### src/rtl/hazard_pkg.sv
// Shared types for the pipeline hazard controller.
//   ctrl_state_t : sequencer states
//   REG_ZERO     : x0, never a real dependency
//   pipe_ctrl_t  : bundle of pipeline register controls
package hazard_pkg;

   typedef enum logic [1:0] {
      RUN      = 2'd0,
      MEM_WAIT = 2'd1,
      DRAIN    = 2'd2,
      HALTED   = 2'd3
   } ctrl_state_t;

   localparam logic [4:0] REG_ZERO = 5'd0;

   typedef struct packed {
      logic pc_write;
      logic pc_sel;
      logic if_id_write;
      logic if_id_flush;
      logic id_ex_write;
      logic id_ex_bubble;
      logic ex_mem_write;
      logic mem_wb_bubble;
   } pipe_ctrl_t;

   localparam pipe_ctrl_t CTRL_DEFAULT = '{
      pc_write:      1'b1,
      pc_sel:        1'b0,
      if_id_write:   1'b1,
      if_id_flush:   1'b0,
      id_ex_write:   1'b1,
      id_ex_bubble:  1'b0,
      ex_mem_write:  1'b1,
      mem_wb_bubble: 1'b0
   };

   function automatic logic is_load_use(input logic       ex_mem_read,
                                        input logic [4:0] ex_rd,
                                        input logic [4:0] id_rs1,
                                        input logic [4:0] id_rs2);
      return ex_mem_read && (ex_rd != REG_ZERO) &&
             ((ex_rd == id_rs1) || (ex_rd == id_rs2));
   endfunction

endpackage

### src/rtl/hazard_ctrl_unit_sat_counter.sv
// Saturating up-counter.
//   clk, rst_n : clock, synchronous active-low reset
//   inc        : count this cycle
//   clear      : restart from zero (clear with inc loads 1)
//   cnt        : current count, holds at all-ones
module sat_counter #(
   parameter int W = 16
) (
   input  logic         clk,
   input  logic         rst_n,
   input  logic         inc,
   input  logic         clear,
   output logic [W-1:0] cnt
);

   always_ff @(posedge clk) begin
      if (!rst_n) begin
         cnt <= '0;
      end else if (clear) begin
         cnt <= inc ? W'(1) : '0;
      end else if (inc && (cnt != '1)) begin
         cnt <= cnt + W'(1);
      end
   end

endmodule

### src/rtl/hazard_ctrl_unit.sv
// Pipeline sequencer for the 5-stage core: load-use bubbles, taken-branch
// flushes, data-memory wait states and halt/drain.
//   clk, rst_n                      : clock, synchronous active-low reset
//   ID_EX_*/IF_ID_*                 : operands for load-use detection
//   branch_taken                    : EX resolved a taken branch/jump
//   EX_MEM_MemRead/MemWrite, dmem_ready : data memory access status
//   halt_req                        : level halt request
//   PC_Write..MEM_WB_Bubble, pc_sel : pipeline register controls (comb.)
//   dmem_req, halted, mem_timeout   : status
//   stall_cnt, flush_cnt            : saturating event counters
//
// state    | meaning
// RUN      | normal flow, events resolved by priority
// MEM_WAIT | pipeline frozen on an outstanding data access
// DRAIN    | fetch suppressed, NOPs injected for DRAIN_CYCLES
// HALTED   | core idle until halt_req drops
module hazard_ctrl_unit
   import hazard_pkg::*;
#(
   parameter int DRAIN_CYCLES = 4,
   parameter int MEM_TIMEOUT  = 64,
   parameter int CNT_W        = 16
) (
   input  logic             clk,
   input  logic             rst_n,
   input  logic             ID_EX_MemRead,
   input  logic [4:0]       ID_EX_Rd,
   input  logic [4:0]       IF_ID_Rs1,
   input  logic [4:0]       IF_ID_Rs2,
   input  logic             branch_taken,
   input  logic             EX_MEM_MemRead,
   input  logic             EX_MEM_MemWrite,
   input  logic             dmem_ready,
   input  logic             halt_req,
   output logic             PC_Write,
   output logic             pc_sel,
   output logic             IF_ID_Write,
   output logic             IF_ID_Flush,
   output logic             ID_EX_Write,
   output logic             ID_EX_Bubble,
   output logic             EX_MEM_Write,
   output logic             MEM_WB_Bubble,
   output logic             dmem_req,
   output logic             halted,
   output logic             mem_timeout,
   output logic [CNT_W-1:0] stall_cnt,
   output logic [CNT_W-1:0] flush_cnt
);

   ctrl_state_t state;
   pipe_ctrl_t  ctrl;
   logic [3:0]  drain_cnt;
   logic [7:0]  wait_cnt;
   logic        mem_stall;
   logic        load_use;
   logic        load_use_stall;
   logic        branch_flush;
   logic        wait_inc;
   logic        wait_clear;

   assign dmem_req  = EX_MEM_MemRead | EX_MEM_MemWrite;
   assign mem_stall = dmem_req & ~dmem_ready;
   assign load_use  = is_load_use(ID_EX_MemRead, ID_EX_Rd, IF_ID_Rs1, IF_ID_Rs2);

   // A pending data access freezes everything in every state; branch and
   // load-use are simply re-evaluated once the access completes.
   always_comb begin
      ctrl           = CTRL_DEFAULT;
      load_use_stall = 1'b0;
      branch_flush   = 1'b0;
      if (!rst_n) begin
         ctrl = CTRL_DEFAULT;
      end else if (mem_stall) begin
         ctrl.pc_write      = 1'b0;
         ctrl.if_id_write   = 1'b0;
         ctrl.id_ex_write   = 1'b0;
         ctrl.ex_mem_write  = 1'b0;
         ctrl.mem_wb_bubble = 1'b1;
      end else if (state == HALTED) begin
         ctrl.pc_write    = 1'b0;
         ctrl.if_id_write = 1'b0;
         ctrl.if_id_flush = 1'b1;
      end else begin
         if (state == DRAIN) begin
            ctrl.pc_write    = 1'b0;
            ctrl.if_id_flush = 1'b1;
         end
         if (branch_taken) begin
            ctrl.pc_sel       = 1'b1;
            ctrl.pc_write     = 1'b1;
            ctrl.if_id_flush  = 1'b1;
            ctrl.id_ex_bubble = 1'b1;
            branch_flush      = 1'b1;
         end else if (load_use) begin
            ctrl.pc_write     = 1'b0;
            ctrl.if_id_write  = 1'b0;
            ctrl.id_ex_bubble = 1'b1;
            load_use_stall    = 1'b1;
         end
      end
   end

   assign PC_Write      = ctrl.pc_write;
   assign pc_sel        = ctrl.pc_sel;
   assign IF_ID_Write   = ctrl.if_id_write;
   assign IF_ID_Flush   = ctrl.if_id_flush;
   assign ID_EX_Write   = ctrl.id_ex_write;
   assign ID_EX_Bubble  = ctrl.id_ex_bubble;
   assign EX_MEM_Write  = ctrl.ex_mem_write;
   assign MEM_WB_Bubble = ctrl.mem_wb_bubble;
   assign halted        = rst_n && (state == HALTED);

   // Entering MEM_WAIT restarts the wait count at 1 (clear together with inc).
   assign wait_clear = (state == RUN) && mem_stall;
   assign wait_inc   = mem_stall &&
                       ((state == RUN) ||
                        ((state == MEM_WAIT) && (wait_cnt != 8'(MEM_TIMEOUT))));

   sat_counter #(.W(CNT_W)) u_stall_cnt (
      .clk   (clk),
      .rst_n (rst_n),
      .inc   (mem_stall | load_use_stall),
      .clear (1'b0),
      .cnt   (stall_cnt)
   );

   sat_counter #(.W(CNT_W)) u_flush_cnt (
      .clk   (clk),
      .rst_n (rst_n),
      .inc   (branch_flush),
      .clear (1'b0),
      .cnt   (flush_cnt)
   );

   sat_counter #(.W(8)) u_wait_cnt (
      .clk   (clk),
      .rst_n (rst_n),
      .inc   (wait_inc),
      .clear (wait_clear),
      .cnt   (wait_cnt)
   );

   // drain_cnt is a down-counter loaded on entry; the last drain cycle is
   // the one where it reads 1.
   always_ff @(posedge clk) begin
      if (!rst_n) begin
         state       <= RUN;
         drain_cnt   <= 4'd0;
         mem_timeout <= 1'b0;
      end else begin
         if (wait_inc && (state == MEM_WAIT) && (wait_cnt == 8'(MEM_TIMEOUT - 1))) begin
            mem_timeout <= 1'b1;
         end
         case (state)
            RUN: begin
               if (mem_stall) begin
                  state <= MEM_WAIT;
               end else if (halt_req) begin
                  state     <= DRAIN;
                  drain_cnt <= 4'(DRAIN_CYCLES);
               end
            end
            MEM_WAIT: begin
               if (!mem_stall) begin
                  if (halt_req) begin
                     state     <= DRAIN;
                     drain_cnt <= 4'(DRAIN_CYCLES);
                  end else begin
                     state <= RUN;
                  end
               end
            end
            DRAIN: begin
               if (!mem_stall) begin
                  if (drain_cnt <= 4'd1) begin
                     state <= HALTED;
                  end else begin
                     drain_cnt <= drain_cnt - 4'd1;
                  end
               end
            end
            HALTED: begin
               if (!halt_req) begin
                  state <= RUN;
               end
            end
            default: state <= RUN;
         endcase
      end
   end

endmodule

### config.mk
export PLATFORM = sky130hd
export DESIGN_NAME = hazard_ctrl_unit
export DESIGN_NICKNAME = d
export VERILOG_FILES = /design/src/rtl/hazard_pkg.sv /design/src/rtl/hazard_ctrl_unit_sat_counter.sv /design/src/rtl/hazard_ctrl_unit.sv
export SDC_FILE = /design/constraint.sdc
export NUM_CORES = 1
export LEC_CHECK = 0
export BUFFER_PORTS_ARGS = -buffer_cell sky130_fd_sc_hd__buf_2
export CAP_MARGIN = 20
export CORE_MARGIN = 1.5
export CORE_UTILIZATION = 57
export CTS_CLUSTER_DIAMETER = 150
export DETAILED_ROUTE_END_ITERATION = 12
export PLACE_DENSITY = 0.85
export SYNTH_ARGS = -nofsm -noshare
export SYNTH_HDL_FRONTEND = slang
export SYNTH_SLANG_ARGS = --single-unit
### constraint.sdc
create_clock -name clk -period 5.5 [get_ports clk]
set_clock_uncertainty 0.1 [all_clocks]
set_input_delay 0.55 -clock clk [delete_from_list [all_inputs] [get_ports clk]]
set_output_delay 0.55 -clock clk [all_outputs]
set_load 0.01 [all_outputs]
== Yosys cells after proc, flatten, opt, wreduce, memory -nomap -nowiden ==
Index checks and enable logic that the tools add are counted.
Cells by class
  add/sub/neg operators: 4
  multiply operators: 0
  divide/modulo/power cells: 0
  magnitude comparators: 1
  equal/unequal tests: 18
  shift operators: 0
  mux-type cells: 43
  bitwise operators: 4
  reductions and logical operators: 20
Operator list (count)
  $add A16 B1 Y16 const B: 2
  $ne A16 B16 Y1 const B: 2
  $mux W1: 25
  $mux W8: 3
  $mux W2: 9
  $mux W4: 4
  $logic_and A1 B1 Y1: 11
  $eq A5 B5 Y1: 2
  $ne A2 B2 Y1 const B: 5
  $reduce_and A5 Y1: 2
  $add A8 B1 Y8 const B: 1
  $eq A8 B6 Y1 const B: 1
  $ne A8 B7 Y1 const B: 1
  $ne A8 B8 Y1 const B: 1
  $pmux W2 S4: 1
  $pmux W4 S2: 1
  $reduce_bool A5 Y1: 1
  $eq A2 B2 Y1 const B: 2
  $le A4 B1 Y1 const B: 1
  $ne A2 B1 Y1 const B: 2
  $reduce_bool A2 Y1: 2
  $sub A4 B1 Y4 const B: 1
  $ne A3 B3 Y1 const B: 1
  $eq A2 B1 Y1 const B: 1
  6 further kinds: 8
Word-level totals
  register bits: 47
  bits in latches: 0
  RAM bits: 0
  bits in read-only memories: 0
  bits of input ports: 23
  output and inout port bits: 43
  word-level logic and storage cells: 96
  memories: 0

== Depth between registers and ports, before layout ==
  word-level depth: 10
  gate-level depth with buffers: 9
  mapped depth without buffers: 9

== Modules after synthesis ==
From an unflattened synthesis, not the netlist that was laid out.
Second synthesis, totals
  cells, all modules: 333
  area, all modules: 2785.2 µm²
By module, submodules not included
  sat_counter (u_flush_cnt ...): instances 2, cells an instance 98, area each 835.8 µm², sequential area each 320.3 µm²
  hazard_ctrl_unit: instances 1, cells an instance 88, area each 686.9 µm², sequential area each 140.1 µm²
  sat_counter (u_wait_cnt): instances 1, cells an instance 49, area each 426.7 µm², sequential area each 160.2 µm²

== Worst setup path before layout ==
No wires, ideal clock.
  path type: input to output
  from: input ID_EX_Rd[1]
  to: output PC_Write
  arrival time: 2.003 ns
  data required time: 4.850 ns
  setup slack: 2.847 ns
  cell stages on the path: 4
  buffers on the path: 0
  path through: or4_2 o21ai_4 nor3_1 o311ai_0
Between the ends
  longest elaborated chain between the ends: 8
  elaborated cells on any way between the ends: 11
  those cells by class: eq/ne: 2; mux: 5; reduce/logical: 4
Ends and longest elaborated chain
  from (decl): RTL line hazard_ctrl_unit.sv:27  | input logic [4:0] ID_EX_Rd,
  $eq A5 B5 Y1 or $reduce_bool A5 Y1 (tied branches): RTL line hazard_pkg.sv:43, hazard_pkg.sv:42
  $logic_or A1 B1 Y1 or $logic_and A1 B1 Y1 (tied branches): RTL line hazard_pkg.sv:43, hazard_pkg.sv:42
  $logic_and A1 B1 Y1 (*): RTL line hazard_pkg.sv:42  | return ex_mem_read && (ex_rd != REG_ZERO) &&
  $mux W1 (*): RTL line hazard_ctrl_unit.sv:94  | end else if (load_use) begin
  $mux W1 (*): RTL line hazard_ctrl_unit.sv:88  | if (branch_taken) begin
  $mux W1 (*): RTL line hazard_ctrl_unit.sv:79  | end else if (state == HALTED) begin
  $mux W1 (*): RTL line hazard_ctrl_unit.sv:73  | end else if (mem_stall) begin
  $mux W8 (*): RTL line hazard_ctrl_unit.sv:71  | if (!rst_n) begin
  to (decl): RTL line hazard_ctrl_unit.sv:35  | output logic PC_Write,
Mark *: on every way between the ends. The rest lies on a longest branch, timed or not.

== Final worst setup path ==
Ends and elaborated chain as after synthesis.

==> run_summary.xml <==
<?xml version="1.0" encoding="UTF-8"?>
<metrics>
  <group name="outcome">
    <metric name="run_status" unit="">completed</metric>
  </group>
  <group name="finish">
    <metric name="area.growth.synth_to_final" unit="%">17.3</metric>
    <metric name="finalNetCount" unit="">394</metric>
    <metric name="final_layout_size_suffix_gt1_frac" unit="">0.238</metric>
    <metric name="instances_no_fill" unit="">416</metric>
    <metric name="fillerInstances" unit="">346</metric>
    <metric name="ant_diodes" unit="">0</metric>
  </group>
  <group name="synth">
    <metric name="synth_top_cells_by_area" unit="">dfxtp_1 37%, xor2_1 10%, nor2_1 6.4%</metric>
    <metric name="syn-cell-area" unit="sq um">2520</metric>
    <metric name="postSynthAreaPerCell" unit="sq um">8.36</metric>
    <metric name="synth_seq_cells" unit="">47</metric>
    <metric name="synth_edf_count" unit="">0</metric>
    <metric name="ys_async_sr_fraction" unit="">0</metric>
    <metric name="most_common_flop_cell_mapped_by_yosys" unit="">dfxtp_1</metric>
    <metric name="synth_fp_nets" unit="">330</metric>
    <metric name="netlist_top_cells_count" unit="">47 x dfxtp_1, 43 x nor2_1, 31 x nand2_1, 29 x xor2_1, 18 x a21oi_1</metric>
    <metric name="synthesis_warnings" unit="">0</metric>
    <metric name="synth_seq_area_share" unit="">0.374</metric>
    <metric name="synth_top_area_share" unit="">0.374</metric>
    <metric name="post_synth_inst_count" unit="">301</metric>
    <metric name="post-synth-top-count-cell" unit="">dfxtp_1</metric>
    <metric name="netlist-cell-type-count" unit="">44</metric>
    <metric name="synth_top_area_cell" unit="">dfxtp_1</metric>
  </group>
  <group name="clock_tree">
    <metric name="postCtsResizedCells" unit="">0</metric>
    <metric name="cts_max_path_buffers" unit="">2</metric>
    <metric name="sinks_on_the_clock_net" unit="">47</metric>
    <metric name="clock-root-buffer" unit="">clkbuf_8</metric>
    <metric name="tritoncts" unit="">built</metric>
    <metric name="worst_setup_hold_path_clk_slew" unit="ns">0.09</metric>
    <metric name="cts_buffers" unit="">5</metric>
    <metric name="clock_latency" unit="ns">0.31</metric>
    <metric name="post_cts_setup_buffer_count" unit="">0</metric>
    <metric name="hold_buffers" unit="">0</metric>
    <metric name="h_tree_depth" unit="">2</metric>
  </group>
  <group name="min_path">
    <metric name="min-delay-path-class" unit="">reg -&gt; reg</metric>
  </group>
  <group name="timing">
    <metric name="period_share" unit="">0.508</metric>
    <metric name="number_of_setup_violations_in_the_final_report" unit="">0</metric>
    <metric name="timing_worst_slew_pin_value" unit="ns">0.681</metric>
    <metric name="max_slew_violation_count" unit="">0</metric>
    <metric name="hold_violations_final" unit="">0</metric>
    <metric name="tns" unit="ns">0</metric>
    <metric name="fin_crit" unit="ns">2.79</metric>
    <metric name="unrepaired_setup_endpoints_after_global_routing" unit="">false</metric>
    <metric name="slew-limit-headroom" unit="">0.545</metric>
    <metric name="finalHoldWorstSlack" unit="ns">0.384</metric>
    <metric name="maxClockFrequency" unit="MHz">358</metric>
  </group>
  <group name="drt">
    <metric name="route.detailed.vias_per_inst" unit="">5.75</metric>
    <metric name="detail_route.drc_violations" unit="">0</metric>
    <metric name="drt-pass1-iter-count" unit="">4</metric>
    <metric name="post_drt_wl_per_cell" unit="um">13.6</metric>
    <metric name="ant_nets" unit="">0</metric>
    <metric name="drt_iter0_markers" unit="">148</metric>
    <metric name="vias_after_detailed_routing" unit="">2390</metric>
    <metric name="totalWireLength" unit="mm">5.66</metric>
  </group>
  <group name="floorplan">
    <metric name="die_height" unit="um">69.4</metric>
    <metric name="std_cell_rows" unit="">23</metric>
    <metric name="core_area" unit="sq um">4120</metric>
    <metric name="fp.dieArea" unit="sq um">4820</metric>
    <metric name="floorplan.die.width" unit="um">69.4</metric>
    <metric name="initial_utilization" unit="">0.611</metric>
    <metric name="ios" unit="">66</metric>
  </group>
  <group name="critical_path">
    <metric name="critPathCaptureType" unit="">output port</metric>
    <metric name="timing.critical_path.slowest_cell_delay" unit="ns">0.69</metric>
    <metric name="timing.critical_path.arrival" unit="ns">2.14</metric>
    <metric name="cp-start-kind" unit="">input port</metric>
    <metric name="data_required_time_at_the_worst_endpoint" unit="ns">4.85</metric>
    <metric name="critical_path.cell_chain" unit="">buf_2 &gt; or4_2 &gt; o21ai_4 &gt; nor3_1 &gt; o311ai_0 &gt; buf_2</metric>
    <metric name="worst-path-max-fanout" unit="">3</metric>
    <metric name="worstSetupPathType" unit="">in -&gt; out</metric>
    <metric name="critPathMostFrequentCell" unit="">buf_2</metric>
    <metric name="worst_path_max_delay_cell" unit="">or4_2</metric>
  </group>
  <group name="power_and_ir_drop">
    <metric name="peakVddDrop" unit="uV">154</metric>
    <metric name="p_per_area" unit="nW/um^2">236</metric>
    <metric name="leakage_component_of_the_power" unit="nW">1.26</metric>
  </group>
  <group name="global_routing">
    <metric name="globalRouteOverflowTotal" unit="">0</metric>
    <metric name="pin_count_of_the_biggest_net_entering_global_routing" unit="">38</metric>
    <metric name="antenna_found_initial" unit="">0</metric>
    <metric name="gr-usage-all-layers" unit="">0.238</metric>
    <metric name="grt_pass1_wl" unit="mm">9.62</metric>
    <metric name="grt_pass1_vias" unit="">2179</metric>
  </group>
  <group name="placed_design">
    <metric name="numPlacedInstances" unit="">408</metric>
    <metric name="detailed_place_hpwl" unit="mm">4.08</metric>
    <metric name="buffer_ports.inserted" unit="">65</metric>
    <metric name="placer_congestion_estimate" unit="">0.797</metric>
  </group>
  <group name="flow_run">
    <metric name="cap_violations" unit="">0</metric>
  </group>
</metrics>
metal layers:
layer,wire length (um),vias to the layer above,track usage
met3,284,6,0.0494
met2,2850,63,0.407
met1,2460,1134,0.295
met5,0,-,0
met4,66,0,0.0871
li1,-,1187,-
logic make-up (layout without fill, tap and decap cells):
logic type      count (synthesis)  count (layout)  synth area share
simple gates                  145             145             0.295
compound gates                 45              45             0.119
mux                             3               3            0.0119
flops                          47              47             0.374
buf+inv                        19              84            0.0453
fa+ha+maj                       6               6            0.0298
xor+xnor                       36              36             0.125
power by group:
part	total, mW	internal, mW	switching (mW)
logic	0.0818	0.0338	0.0480
clock network	0.260	0.137	0.123
registers	0.355	0.347	0.00802
total	0.696	0.517	0.179
registers in the layout, summed over array words and instances (netlist names):
signal,count
drain_cnt,4
u_flush_cnt.cnt,16
state,2
u_stall_cnt.cnt,16
u_wait_cnt.cnt,8
mem_timeout,1
layout make-up:
type / count / area [sq um] / share of cell area
Inverter: 10 / 37.5 / 0.0127
Clock inverter: 3 / 46.3 / 0.0157
Clock buffer: 5 / 68.8 / 0.0233
Sequential cell: 47 / 941 / 0.319
Tap cell: 50 / 62.6 / 0.0212
Timing Repair Buffer: 66 / 333 / 0.113
Multi-Input combinational cell: 235 / 1460 / 0.495
metrics by stage:
stage / utilization / cell area, sq um / power, mW / setup WS [ns]
2_1_floorplan: - / 2520 / 0.417 / 2.85
3_3_place_gp: 0.689 / 2840 / 0.441 / 2.76
3_5_place_dp: 0.689 / 2840 / 0.444 / 2.66
4_1_cts: 0.717 / 2950 / 0.700 / 2.71
5_1_grt: 0.717 / 2950 / 0.728 / 2.65
6_report: 0.717 / 2950 / 0.696 / 2.71
worst max-delay path, delay by kind of cell:
| kind | cells | cell delay [ns] |
|---|---|---|
| AND/OR/NAND/NOR | 2 | 0.77 |
| buffers and inverters | 2 | 0.32 |
| AO/OA/AOI/OAI | 2 | 0.50 |
final timing paths:
path                      start                  end  slack [ns]  cells past startpoint
max                 ID_EX_Rd[1]             PC_Write        2.71                      6
min                 mem_timeout          mem_timeout        0.38                      2
max reg2reg  u_stall_cnt.cnt[2]  u_stall_cnt.cnt[15]        3.05                      7
min reg2reg         mem_timeout          mem_timeout        0.38                      2
layout by cell type (no fill, tap or decap), drive strengths merged, types with 9 or more instances in the layout:
cell type,count
dfxtp,47
nand2,31
or3,10
o21ai,16
nand3,10
nand4,14
inv,11
a21oi,18
nor3,12
xor2,29
and3,9
buf,66
nor2,43
Note: power is estimated with default switching activity, not from simulation.
